--- config.mk ---
export PLATFORM = sky130hd
export DESIGN_NAME = mem_loader
export DESIGN_NICKNAME = d
export VERILOG_FILES = /design/src/rtl/mem_loader.sv
export SDC_FILE = /design/constraint.sdc
export NUM_CORES = 1
export LEC_CHECK = 0
export ABC_AREA = 1
export BUFFER_PORTS_ARGS = -buffer_cell sky130_fd_sc_hd__buf_2
export CAP_MARGIN = 20
export CORE_ASPECT_RATIO = 0.5
export CORE_MARGIN = 3
export CORE_UTILIZATION = 45
export DETAILED_ROUTE_END_ITERATION = 12
export PLACE_DENSITY = 0.74
export REMOVE_ABC_BUFFERS = 1
export SYNTH_ARGS = -nofsm -noshare
export SYNTH_HDL_FRONTEND = slang
export SYNTH_SLANG_ARGS = --single-unit
--- constraint.sdc ---
create_clock -name clk -period 4.3 [get_ports clk]
set_clock_uncertainty 0.15 [all_clocks]
set_input_delay 0.43 -clock clk [delete_from_list [all_inputs] [get_ports clk]]
set_output_delay 0.43 -clock clk [all_outputs]
set_load 0.005 [all_outputs]
--- src/rtl/mem_loader.sv ---
// Boot-time program loader: receives a framed byte stream, writes little-endian
// 16-bit words into memory from BASE_ADDR, and holds the CPU until the image verifies.
module mem_loader #(
  parameter logic [15:0] BASE_ADDR = 16'h0000,
  parameter int          MAX_WORDS = 1024
) (
  input  logic        clk,
  input  logic        rst_n_i,
  input  logic        start_i,
  input  logic [7:0]  rx_data_i,
  input  logic        rx_valid_i,
  output logic        rx_ready_o,
  output logic [15:0] d_addr_o,
  output logic        d_we_o,
  output logic [15:0] d_data_o,
  output logic        busy_o,
  output logic        done_o,
  output logic        error_o,
  output logic        cpu_hold_o
);

  typedef enum logic [3:0] {
    S_SYNC    = 4'd0,
    S_LEN_LO  = 4'd1,
    S_LEN_HI  = 4'd2,
    S_DATA_LO = 4'd3,
    S_DATA_HI = 4'd4,
    S_WRITE   = 4'd5,
    S_CSUM    = 4'd6,
    S_DONE    = 4'd7,
    S_ERROR   = 4'd8
  } state_t;

  localparam logic [7:0]  SYNC_BYTE = 8'hA5;
  localparam logic [16:0] MAX_C     = 17'(MAX_WORDS);

  function automatic logic [7:0] csum_add(input logic [7:0] acc, input logic [7:0] b);
    return acc + b;
  endfunction

  state_t      state_r, state_s;
  logic [15:0] n_r, idx_r, addr_r, data_r, n_next_s;
  logic [7:0]  lo_r, csum_r;
  logic        ready_r, we_r, busy_r, done_r, error_r, hold_r;
  logic        xfer_s, len_bad_s;

  // Ready is registered, so a byte transfers only against the registered handshake.
  assign xfer_s    = rx_valid_i && ready_r;
  assign n_next_s  = {rx_data_i, n_r[7:0]};
  assign len_bad_s = (n_next_s == 16'd0) || ({1'b0, n_next_s} > MAX_C);

  // Next-state decode of the frame parser.
  always_comb begin
    state_s = state_r;
    case (state_r)
      S_SYNC: begin
        if (xfer_s && (rx_data_i == SYNC_BYTE)) state_s = S_LEN_LO;
        else                                    state_s = S_SYNC;
      end
      S_LEN_LO: begin
        if (xfer_s) state_s = S_LEN_HI;
        else        state_s = S_LEN_LO;
      end
      S_LEN_HI: begin
        if (xfer_s) state_s = len_bad_s ? S_ERROR : S_DATA_LO;
        else        state_s = S_LEN_HI;
      end
      S_DATA_LO: begin
        if (xfer_s) state_s = S_DATA_HI;
        else        state_s = S_DATA_LO;
      end
      S_DATA_HI: begin
        if (xfer_s) state_s = S_WRITE;
        else        state_s = S_DATA_HI;
      end
      S_WRITE: begin
        if ((idx_r + 16'd1) == n_r) state_s = S_CSUM;
        else                        state_s = S_DATA_LO;
      end
      S_CSUM: begin
        if (xfer_s) state_s = (rx_data_i == csum_r) ? S_DONE : S_ERROR;
        else        state_s = S_CSUM;
      end
      S_DONE, S_ERROR: begin
        if (start_i) state_s = S_SYNC;
        else         state_s = state_r;
      end
      default: state_s = S_SYNC;
    endcase
  end

  // State register plus status flags registered from the next state, so they track state_r exactly.
  always_ff @(posedge clk or negedge rst_n_i) begin
    if (!rst_n_i) begin
      state_r <= S_SYNC;
      ready_r <= 1'b0;
      we_r    <= 1'b0;
      busy_r  <= 1'b0;
      done_r  <= 1'b0;
      error_r <= 1'b0;
      hold_r  <= 1'b1;
    end else begin
      state_r <= state_s;
      ready_r <= state_s inside {S_SYNC, S_LEN_LO, S_LEN_HI, S_DATA_LO, S_DATA_HI, S_CSUM};
      we_r    <= (state_s == S_WRITE);
      busy_r  <= state_s inside {S_LEN_LO, S_LEN_HI, S_DATA_LO, S_DATA_HI, S_WRITE, S_CSUM};
      done_r  <= (state_s == S_DONE);
      error_r <= (state_s == S_ERROR);
      hold_r  <= (state_s != S_DONE);
    end
  end

  // Length, word index, checksum and write-port datapath.
  always_ff @(posedge clk or negedge rst_n_i) begin
    if (!rst_n_i) begin
      n_r    <= 16'd0;
      idx_r  <= 16'd0;
      lo_r   <= 8'd0;
      csum_r <= 8'd0;
      addr_r <= BASE_ADDR;
      data_r <= 16'd0;
    end else begin
      case (state_r)
        S_LEN_LO: if (xfer_s) n_r[7:0] <= rx_data_i;
        S_LEN_HI: begin
          if (xfer_s) begin
            n_r    <= n_next_s;
            idx_r  <= 16'd0;
            csum_r <= 8'd0;
          end
        end
        S_DATA_LO: begin
          if (xfer_s) begin
            lo_r   <= rx_data_i;
            csum_r <= csum_add(csum_r, rx_data_i);
          end
        end
        S_DATA_HI: begin
          // Address and data are staged here so the WRITE cycle presents them from flops.
          if (xfer_s) begin
            data_r <= {rx_data_i, lo_r};
            addr_r <= BASE_ADDR + idx_r;
            csum_r <= csum_add(csum_r, rx_data_i);
          end
        end
        S_WRITE: idx_r <= idx_r + 16'd1;
        default: ;
      endcase
    end
  end

  assign rx_ready_o = ready_r;
  assign d_we_o     = we_r;
  assign d_addr_o   = addr_r;
  assign d_data_o   = data_r;
  assign busy_o     = busy_r;
  assign done_o     = done_r;
  assign error_o    = error_r;
  assign cpu_hold_o = hold_r;

endmodule

==> impl_metrics.toml <==
[global_routing]
gr-total-overflow = 0
grt_usage = 0.208
antenna_found_initial = 0
grt_pass1_wl_mm = 18.9
grt_pass1_vias = 3748
grt_max_degree = 56

[clock_tree]
cts_resized = 0
cts_buffer_depth = 2
clk_pin_slew_ns = 0.06
cts_setup_buffers = 0
h-tree-depth = 3
cts_tree = "yes"
cts_buffers = 9
clk-insertion-delay-late_ns = 0.34
postCtsHoldBufs = 0
root_buffer = "clkbuf_16"
numClockSinks = 90

[pwr]
ir_drop_mv = 0.266
p_sw_w = 0.00142
pwr-share-comb = 0.385
powerDensity_nw_per_um2 = 690
clkPwrFrac = 0.208
power_leakage_nw = 2.75
power.internal_w = 0.00221
power_frac_seq = 0.407
swShare = 0.391

[synthesis]
ys_ff_latch = 90
ys_seq_area_frac = 0.492
synth_compound_area_frac = 0.106
synthAdderAreaFrac = 0.0263
syn_avg_cell_area_sq_um = 7.88
synth_warnings = 0
synthMuxAreaShare = 0
netlist_instances = 581
synth_xor_area_frac = 0.0126
synth_top_family_by_area = "simple AND/OR/NAND/NOR gates"
synth_area_sq_um = 4580
yosys.area_share.simple = 0.297
yosysUniqueCellTypes = 35

[sta]
fmaxAchievable_ghz = 0.417
tightestPinTransition_ns = 0.952
final-hold-violation-count = 12
fin_hold_ws_ns = -0.0270
drv_slew = 0
rsz0062_at_grt = "no"
setup_viol = 0
relSlewSlack = 0.362
setup_tns_ns = 0
fin_crit_sh = 0.557
fin_crit_ns = 2.40
finalWorstSetupSlack_ns = 1.90

[run_status]
violations = "negative hold slack"
outcome = "finished, violations left"

[place]
place_hpwl_mm = 8.21
preCtsSetupSlack_ns = 1.88
gp_congestion = 0.902
port_buffers = 49

[die]
dieArea_sq_um = 11500
die_h_microns = 77.3
initial_core_util = 0.473
die_w_microns = 149
core_area_sq_um = 9670
io_pins = 50
rows = 25

[detailed_routing]
top_layer = "met4"
num_vias = 4099
wl_met3_microns = 645
drt-initial-drc-count = 417
routed-wl-met2_mm = 5.14
drc_errors = 0
vias_per_cell = 5.30
wl_met1_mm = 5.39
wl_mm = 11.3
firstDrtPassIters = 5
post_drt_wl_per_cell_microns = 14.6
drtAntennaViolNets = 0

[critical_path]
critPathTopFamily = "simple AND/OR/NAND/NOR gates"
crit_slowest_cell = "clkinv_1"
crit_type = "reg -> reg"
cp.arrival_ns = 2.53
cp-start-kind = "register"
endpoint_kind = "register"
worst-path-max-fanout = 13
crit_path_cell_trace = "nand2_1, inv_1, nand2_1, clkinv_1, nand3_1, nand2_2, nor2_1, nand2_1, nand2_1"
crit_path_frequent_cell = "nand2_1"
slowest_delay_ns = 0.48
required_ns = 4.43
crit_buf_inv = 2

[flow_run]
cap_violations = 0

[layout]
seq_area_sq_um = 2250
drive_gt1_frac = 0.133
area_growth_pct = 14.9
multi_input_area_sq_um = 2030
nFillCells = 908
num_antenna_cells = 0
nets = 655

[min_path]
hp-class = "in -> async"
-- flip-flops by register name, summed over array words and instances (netlist names), 4 cells and up --
name	cells
csum_r	8
d_addr_o	16
d_data_o	16
idx_r	16
lo_r	8
n_r	16
state_r	4
-- cell usage after synthesis --
library cell	number	area share
nand2_1	169	0.14
dfrtp_1	89	0.49
inv_1	66	0.054
o21ai_0	65	0.071
nand3_1	54	0.059
nor2_1	40	0.033
a21oi_1	11	0.012
nand4_1	10	0.014
clkbuf_1	9	0.0074
o22ai_1	9	0.012
ha_1	8	0.022
nand2_2	6	0.0082
nor2_2	6	0.0082
nor3_1	6	0.0066
nor4_1	5	0.0068
nand3b_1	3	0.0049
a32o_1	2	0.0044
clkinv_1	2	0.0016
nor2_4	2	0.0049
or2_2	2	0.0027
xnor2_1	2	0.0038
xor2_1	2	0.0038
a31oi_1	1	0.0014
buf_2	1	0.0011
dfstp_2	1	0.0057
fa_1	1	0.0044
inv_2	1	0.00082
nand2_4	1	0.0025
nor2_8	1	0.0044
nor3_2	1	0.0022
o211ai_1	1	0.0016
o21ai_2	1	0.0019
o21bai_1	1	0.0016
or4_1	1	0.0016
xnor3_1	1	0.0049
-- cell families after synthesis --
family / count (synthesis)
AO/OA/AOI/OAI: 91
adder cells (fa/ha/maj): 9
XOR/XNOR: 5
flip-flops: 90
AND/OR/NAND/NOR: 307
buffers and inverters: 79
-- path summary, 6_finish.rpt --
path,endpoint,slack [ns],cells past startpoint,from
max,busy_o$_DFF_PN0_,1.90,9,state_r[2]$_DFF_PN0_
min,d_addr_o[5]$_DFFE_PN0P_,-0.03,1,rst_n_i
max reg2reg,busy_o$_DFF_PN0_,1.90,9,state_r[2]$_DFF_PN0_
min reg2reg,d_addr_o[9]$_DFFE_PN0P_,0.33,2,d_addr_o[9]$_DFFE_PN0P_
max in group asynchronous,cpu_hold_o$_DFF_PN1_,3.01,2,rst_n_i
min in group clk,n_r[12]$_DFFE_PN0P_,0.23,3,rx_data_i[4]
-- power groups by stage --
stage	sequential [W]	combinational, W	clock (W)
6_report	0.00147	0.00140	0.000756
5_1_grt	0.00153	0.00160	0.000808
4_1_cts	0.00147	0.00140	0.000769
3_5_place_dp	0.00148	0.00139	0
3_3_place_gp	0.00147	0.00135	0
2_1_floorplan	0.00144	0.000948	0
-- worst reg2reg max path: stages (launching register included) --
cell	delay, ns
dfrtp_1	0.39
nand2_1	0.11
inv_1	0.09
nand2_1	0.47
clkinv_1	0.49
nand3_1	0.31
nand2_2	0.11
nor2_1	0.10
nand2_1	0.06
nand2_1	0.06
-- per-stage QoR --
stage	total power, W	instances	utilization	hold slack [ns]	cell area [sq um]
after floorplan	0.00239	571	-	-0.0156	4540
after global placement	0.00282	758	0.515	0.310	4980
after detailed placement	0.00287	758	0.515	0.317	4980
after CTS	0.00364	774	0.544	0.0191	5260
after global routing	0.00394	774	0.544	0.0495	5260
final	0.00363	774	0.544	-0.0270	5260
-- placed cells by master, fill, tap and decap left out, types with 3 or more instances in the layout --
cell         n
dfrtp_1     89
nor2_1      40
ha_1         8
o21ai_0     65
nor4_1       5
nand3_1     54
clkbuf_16    9
a21oi_1     11
buf_4        4
buf_2       48
nand4_1     10
nor2_2       6
inv_1       66
nor3_1       6
o22ai_1      9
nand2_2      7
nand3b_1     3
nand2_1    168
clkbuf_1     6
-- per-layer routing --
metal | vias up | GRT usage
met5 | - | 0
met4 | 0 | 0.0442
met3 | 14 | 0.0472
met2 | 123 | 0.328
met1 | 1966 | 0.294
li1 | 1996 | -
-- cell type report --
| type | instances | share of cell area |
|---|---|---|
| flip-flops and latches | 90 | 0.429 |
| clock inverters | 1 | 0.00571 |
| repair buffers | 52 | 0.0514 |
| multi-input cells | 412 | 0.386 |
| well taps | 135 | 0.0321 |
| inverters | 69 | 0.0493 |
| clock buffers | 15 | 0.0471 |
(Power assumes the default switching activity.)
